--- src/rtl/cal_int4_pkg.sv ---
// Shared definitions for the int4 dual-lane calibration accumulator:
// FSM state encoding, product width and the saturating-add helper.
package cal_int4_pkg;

    typedef enum logic [1:0] {
        IDLE = 2'd0,
        ACC  = 2'd1,
        HOLD = 2'd2
    } state_t;

    localparam int unsigned PROD_W = 8;

    typedef struct packed {
        logic               clamp;
        logic signed [31:0] sum;
    } sat_res_t;

    // acc + addend clamped to the signed range of a 'width'-bit word
    function automatic sat_res_t sat_add(input logic signed [31:0]       acc,
                                         input logic signed [PROD_W-1:0] addend,
                                         input int unsigned              width);
        logic signed [33:0] s;
        logic signed [33:0] hi;
        logic signed [33:0] lo;
        sat_res_t           r;
        s  = 34'(acc) + 34'(addend);
        hi = (34'sd1 <<< (width - 1)) - 34'sd1;
        lo = -(34'sd1 <<< (width - 1));
        if (s > hi) begin
            r.clamp = 1'b1;
            r.sum   = 32'(hi);
        end else if (s < lo) begin
            r.clamp = 1'b1;
            r.sum   = 32'(lo);
        end else begin
            r.clamp = 1'b0;
            r.sum   = 32'(s);
        end
        return r;
    endfunction

endpackage

--- src/rtl/cal_sat_add.sv ---
// One lane of saturating accumulation: ACC_W signed accumulator plus a
// PROD_W signed product, with a flag when the result was clamped.
module cal_sat_add
    import cal_int4_pkg::*;
#(
    parameter int ACC_W = 16
) (
    input  logic signed [ACC_W-1:0]  acc,
    input  logic signed [PROD_W-1:0] addend,
    output logic signed [ACC_W-1:0]  sum,
    output logic                     clamp
);

    sat_res_t res;

    // saturating add, narrowed back to the accumulator width
    always_comb begin
        res   = sat_add(32'(acc), addend, ACC_W);
        sum   = ACC_W'(res.sum);
        clamp = res.clamp;
    end

endmodule

--- src/rtl/cal_acc_int4_x2.sv ---
// Dual-lane dot-product accumulator for paired int4 multiplier products.
// Groups of beats are summed with per-lane saturation; the finished group
// is held on a valid/ready output until consumed.
// Optional macro CAL_ACC_RELU_EN: negative final sums are reported as 0.
module cal_acc_int4_x2
    import cal_int4_pkg::*;
#(
    parameter int ACC_W = 16,
    parameter int CNT_W = 8
) (
    input  logic                     clk,
    input  logic                     rst,
    input  logic                     in_valid,
    output logic                     in_ready,
    input  logic                     in_last,
    input  logic signed [PROD_W-1:0] ac,
    input  logic signed [PROD_W-1:0] bc,
    output logic                     out_valid,
    input  logic                     out_ready,
    output logic signed [ACC_W-1:0]  sum_a,
    output logic signed [ACC_W-1:0]  sum_b,
    output logic                     ovf_a,
    output logic                     ovf_b,
    output logic [CNT_W-1:0]         beats
);

    state_t                  state;
    logic signed [ACC_W-1:0] acc_a, acc_b;
    logic signed [ACC_W-1:0] base_a, base_b;
    logic signed [ACC_W-1:0] next_a, next_b;
    logic                    clamp_a, clamp_b;
    logic                    sticky_a, sticky_b;
    logic                    grp_ovf_a, grp_ovf_b;
    logic [CNT_W-1:0]        cnt, next_cnt;
    logic                    accept, close;

    function automatic logic signed [ACC_W-1:0] finalize(input logic signed [ACC_W-1:0] s);
`ifdef CAL_ACC_RELU_EN
        return s[ACC_W-1] ? '0 : s;
`else
        return s;
`endif
    endfunction

    // a beat outside an open group starts from zero, so the same adder
    // serves both the first beat and the running accumulation
    always_comb begin
        in_ready  = !(out_valid && !out_ready);
        accept    = in_valid && in_ready;
        base_a    = (state == ACC) ? acc_a : '0;
        base_b    = (state == ACC) ? acc_b : '0;
        next_cnt  = (state == ACC) ? cnt + 1'b1 : '0;
        grp_ovf_a = ((state == ACC) && sticky_a) || clamp_a;
        grp_ovf_b = ((state == ACC) && sticky_b) || clamp_b;
        close     = in_last || (next_cnt == '1);
    end

    cal_sat_add #(.ACC_W(ACC_W)) u_lane_a (
        .acc    (base_a),
        .addend (ac),
        .sum    (next_a),
        .clamp  (clamp_a)
    );

    cal_sat_add #(.ACC_W(ACC_W)) u_lane_b (
        .acc    (base_b),
        .addend (bc),
        .sum    (next_b),
        .clamp  (clamp_b)
    );

    // group FSM: accumulate, close into the output registers, hold until taken
    always_ff @(posedge clk) begin
        if (rst) begin
            state     <= IDLE;
            out_valid <= 1'b0;
            sum_a     <= '0;
            sum_b     <= '0;
            ovf_a     <= 1'b0;
            ovf_b     <= 1'b0;
            beats     <= '0;
            acc_a     <= '0;
            acc_b     <= '0;
            cnt       <= '0;
            sticky_a  <= 1'b0;
            sticky_b  <= 1'b0;
        end else begin
            if (out_valid && out_ready) begin
                out_valid <= 1'b0;
            end
            if (accept) begin
                if (close) begin
                    out_valid <= 1'b1;
                    sum_a     <= finalize(next_a);
                    sum_b     <= finalize(next_b);
                    ovf_a     <= grp_ovf_a;
                    ovf_b     <= grp_ovf_b;
                    beats     <= next_cnt;
                    acc_a     <= '0;
                    acc_b     <= '0;
                    cnt       <= '0;
                    sticky_a  <= 1'b0;
                    sticky_b  <= 1'b0;
                    state     <= HOLD;
                end else begin
                    acc_a     <= next_a;
                    acc_b     <= next_b;
                    cnt       <= next_cnt;
                    sticky_a  <= grp_ovf_a;
                    sticky_b  <= grp_ovf_b;
                    state     <= ACC;
                end
            end else if ((state == HOLD) && out_ready) begin
                state <= IDLE;
            end
        end
    end

endmodule
--- config.mk ---
export PLATFORM = sky130hd
export DESIGN_NAME = cal_acc_int4_x2
export DESIGN_NICKNAME = d
export VERILOG_FILES = /design/src/rtl/cal_int4_pkg.sv /design/src/rtl/cal_sat_add.sv /design/src/rtl/cal_acc_int4_x2.sv
export SDC_FILE = /design/constraint.sdc
export NUM_CORES = 1
export LEC_CHECK = 0
export BUFFER_PORTS_ARGS = -buffer_cell sky130_fd_sc_hd__buf_2
export CAP_MARGIN = 40
export CORE_UTILIZATION = 64
export DETAILED_ROUTE_END_ITERATION = 16
export GPL_ROUTABILITY_DRIVEN = 0
export PLACE_DENSITY_LB_ADDON = 0.05
export REMOVE_ABC_BUFFERS = 1
export SYNTH_ARGS = -nofsm -noshare
export SYNTH_HDL_FRONTEND = slang
export SYNTH_SLANG_ARGS = --single-unit
--- constraint.sdc ---
create_clock -name clk -period 5 [get_ports clk]
set_input_delay 1 -clock clk [delete_from_list [all_inputs] [get_ports clk]]
set_output_delay 1 -clock clk [all_outputs]
set_load 0.01 [all_outputs]
==> out/metrics.csv <==
metric,value,unit
post-route-drc-count,1,
synth_enable_flop_cells,0,
start_util,65.8,%
post_cts.resized_instances,0,
tritoncts_num_sinks,87,
ir_drop_worst_case_vdd,199,uV
timing.critical_path.cells,nor2b_2 > buf_4 > nand2_1 > fa_1 > nand2b_1 > a21oi_1 > o211a_1 > o21a_1 > nor2_1 > o32a_1 > a22o_1,
clock_path_buffers,2,
drt_first_pass_iters,11,
crit_slowest_cell,sky130_fd_sc_hd__o21a_1,
tightest_slew,0.838,ns
timing.critical_path.slowest_cell_delay,0.55,ns
seq_area_frac_synth,30.5,%
synthDominantCellAreaShare,30.5,%
antenna_diode_count,0,
slew_violations,0,
postSynth.topFlopCell,sky130_fd_sc_hd__dfxtp_1,
cellLeakagePower,2.59,nW
routed-via-count,5208,
finalCritPeriodShare,76.1,%
net_total_in_the_final_layout,777,
worstRegToRegCells,11,
worst-r2r-setup-slack,1.19,ns
required,5.26,ns
grt_max_degree,55,
min_delay_path_depth,2,
hpwl,9.71,mm
die_y,96.5,microns
wirelength,13.9,mm
drt.antenna.violating_nets,0,
worst_slew_margin_rel,44.0,%
boundaryPins,65,
power-per-cell-area,247,nW/um^2
final_cell_count_no_fill,834,
cts_hold_buffers,0,
synth.top_cells.by_area,"sky130_fd_sc_hd__dfxtp_1 30%, sky130_fd_sc_hd__ha_1 7.2%, sky130_fd_sc_hd__a21oi_1 4.7%",
detail_route.iter0.violations,199,
synthesis.area,5710,sq um
grt_usage,31.0,%
grt_first_pass_wirelength,22.4,mm
yosysMostFrequentCell,sky130_fd_sc_hd__dfxtp_1,
setup-violations-final,0,
synth_commonest_cells,"87 x sky130_fd_sc_hd__dfxtp_1, 64 x sky130_fd_sc_hd__nand2_1, 64 x sky130_fd_sc_hd__nor2_1, 54 x sky130_fd_sc_hd__a21oi_1, 46 x sky130_fd_sc_hd__o21ai_0",
r2r_end,acc_b[1],
critPathArrivalTime,4.07,ns
area.growth.synth_to_final,8.82,%
routed_via_density,6.24,
run_status,"complete, but fails checks",
numCtsBuffers,9,
route.detailed.wl_per_inst,16.7,microns
grt_pass1_vias,4735,
synth_warnings,0,
grt_setup_unrepaired,false,
worst_case_hold_path_end_point,acc_a[12],
worstSetupEndpointType,flop,
critPathMaxFanout,37,
synth_area_per_cell,8.45,sq um
number_of_flip_flops_and_latches_in_the_synthesized_netlist,87,
criticalPathCategory,flop to flop,
clock-root-buffer,sky130_fd_sc_hd__clkbuf_8,
final_hold_viol_count,0,
worst_min_path_class,flop to flop,
finalClockSkew,0.0129,ns
start_kind,flop,
core_area,8680,sq um
synth_largest_area_cell,sky130_fd_sc_hd__dfxtp_1,
cts_tree,built,
dp.cells,818,
die_area,9310,sq um
clock_tree.htree_level_count,3,
synth_async_sr_flop_share,0,%
violations,DRC,
count_of_input_and_output_buffers,64,
post_synth_inst_count,676,
globalRoute.totalOverflow,0,
max_freq,0.263,GHz
placement_rows,34,
layout-drive-gt1-share,18.9,%
sum_neg_setup_slack,0,ns
yosys.cell_types.count,80,
clk-insertion-delay-late,0.37,ns
reg2reg_from,state[0],
final.min_clock_period,3.81,ns
maxCapViolations,0,
die-width,96.5,microns
number_of_buffers_added_for_setup_after_cts,0,
antenna_found_initial,0,
hold_start,acc_a[12],
path_clk_slew,0.09,ns
-- state kept, by name (all words and copies together) (netlist names) --
name       count
ovf_b          1
out_valid      1
sticky_b       1
state          2
sum_a         16
sum_b         16
acc_b         16
sticky_a       1
ovf_a          1
cnt            8
acc_a         16
beats          8
-- critical path, delay by kind of cell (launching register included) --
kind / cells / cell delay [ns]
flops: 1 / 0.38
fa+ha+maj: 1 / 0.45
simple gates: 4 / 0.77
buf+inv: 1 / 0.39
compound gates: 5 / 1.71
-- report_power, final --
group | leakage [nW] | switching (W) | internal (W)
clock | 0.0968 | 0.000278 | 0.000234
sequential | 0.711 | 0.0000170 | 0.000726
combinational | 1.78 | 0.000169 | 0.000110
total | 2.59 | 0.000464 | 0.00107
-- metrics by stage --
step	hold slack (ns)	power [W]	cell area, sq um	util [%]	setup WS [ns]
6_report	0.451	0.00153	6220	71.7	1.19
3_5_place_dp	0.433	0.00103	6020	69.4	1.11
4_1_cts	0.453	0.00154	6220	71.7	1.23
3_3_place_gp	0.426	0.00102	5980	68.9	1.25
5_1_grt	0.476	0.00160	6220	71.7	0.878
2_1_floorplan	0.417	0.000942	5490	-	0.993
-- metal layers --
layer  global-route usage, %  vias to the layer above  wire length, microns
met5                       0                        -                     0
met4                    9.31                        0                   160
met3                    5.01                       16                   901
met2                    53.2                      176                  6900
met1                    39.7                     2455                  5960
li1                        -                     2561                     -
-- cell usage in the layout, fill, tap and decap left out, types with 4 or more instances in the layout --
cell,Yosys,final
sky130_fd_sc_hd__a211oi_1,19,19
sky130_fd_sc_hd__a211oi_2,13,13
sky130_fd_sc_hd__a21o_1,9,9
sky130_fd_sc_hd__a21oi_1,54,54
sky130_fd_sc_hd__a22oi_1,8,8
sky130_fd_sc_hd__a311oi_1,4,4
sky130_fd_sc_hd__a32o_1,9,9
sky130_fd_sc_hd__and2_1,33,33
sky130_fd_sc_hd__and3_1,5,5
sky130_fd_sc_hd__buf_2,7,65
sky130_fd_sc_hd__buf_4,6,5
sky130_fd_sc_hd__clkbuf_8,0,9
sky130_fd_sc_hd__dfxtp_1,87,87
sky130_fd_sc_hd__ha_1,33,33
sky130_fd_sc_hd__inv_1,16,16
sky130_fd_sc_hd__maj3_2,11,11
sky130_fd_sc_hd__nand2_1,64,64
sky130_fd_sc_hd__nand2b_1,7,7
sky130_fd_sc_hd__nand3_1,19,19
sky130_fd_sc_hd__nor2_1,64,63
sky130_fd_sc_hd__nor3_1,8,8
sky130_fd_sc_hd__o211ai_1,5,5
sky130_fd_sc_hd__o21a_1,4,4
sky130_fd_sc_hd__o21ai_0,46,46
sky130_fd_sc_hd__o21ai_2,4,4
sky130_fd_sc_hd__o22a_1,8,8
sky130_fd_sc_hd__or3_1,7,7
sky130_fd_sc_hd__xnor2_1,17,17
sky130_fd_sc_hd__xor2_1,8,8
-- worst max-delay path by stage --
stage               slack (ns)  depth (start not counted)        to  startpoint
floorplan                 0.99                         12  acc_b[1]    state[0]
global placement          1.25                         11  acc_b[1]       bc[0]
detailed placement        1.11                         11  acc_b[1]       bc[0]
CTS                       1.23                         11  acc_b[1]    state[0]
global route              0.88                         11  acc_b[1]    state[0]
finish                    1.19                         11  acc_b[1]    state[0]
-- area by class of cell --
type	count	area, sq um
multi-input cells	534	3690
well taps	108	135
flip-flops and latches	87	1740
fillers	740	2460
clock inverters	6	68.8
clock buffers	10	128
inverters	17	63.8
repair buffers	72	389
-- kinds of logic (layout without fill, tap and decap cells) --
logic type | after synthesis | count (layout) | synth area share, %
buf+inv | 55 | 105 | 4.99
fa+ha+maj | 48 | 48 | 10.4
xor+xnor | 26 | 26 | 4.12
compound gates | 226 | 226 | 29.7
flops | 87 | 87 | 30.5
mux | 3 | 3 | 0.547
simple gates | 231 | 231 | 19.7
(Power assumes the default switching activity.)
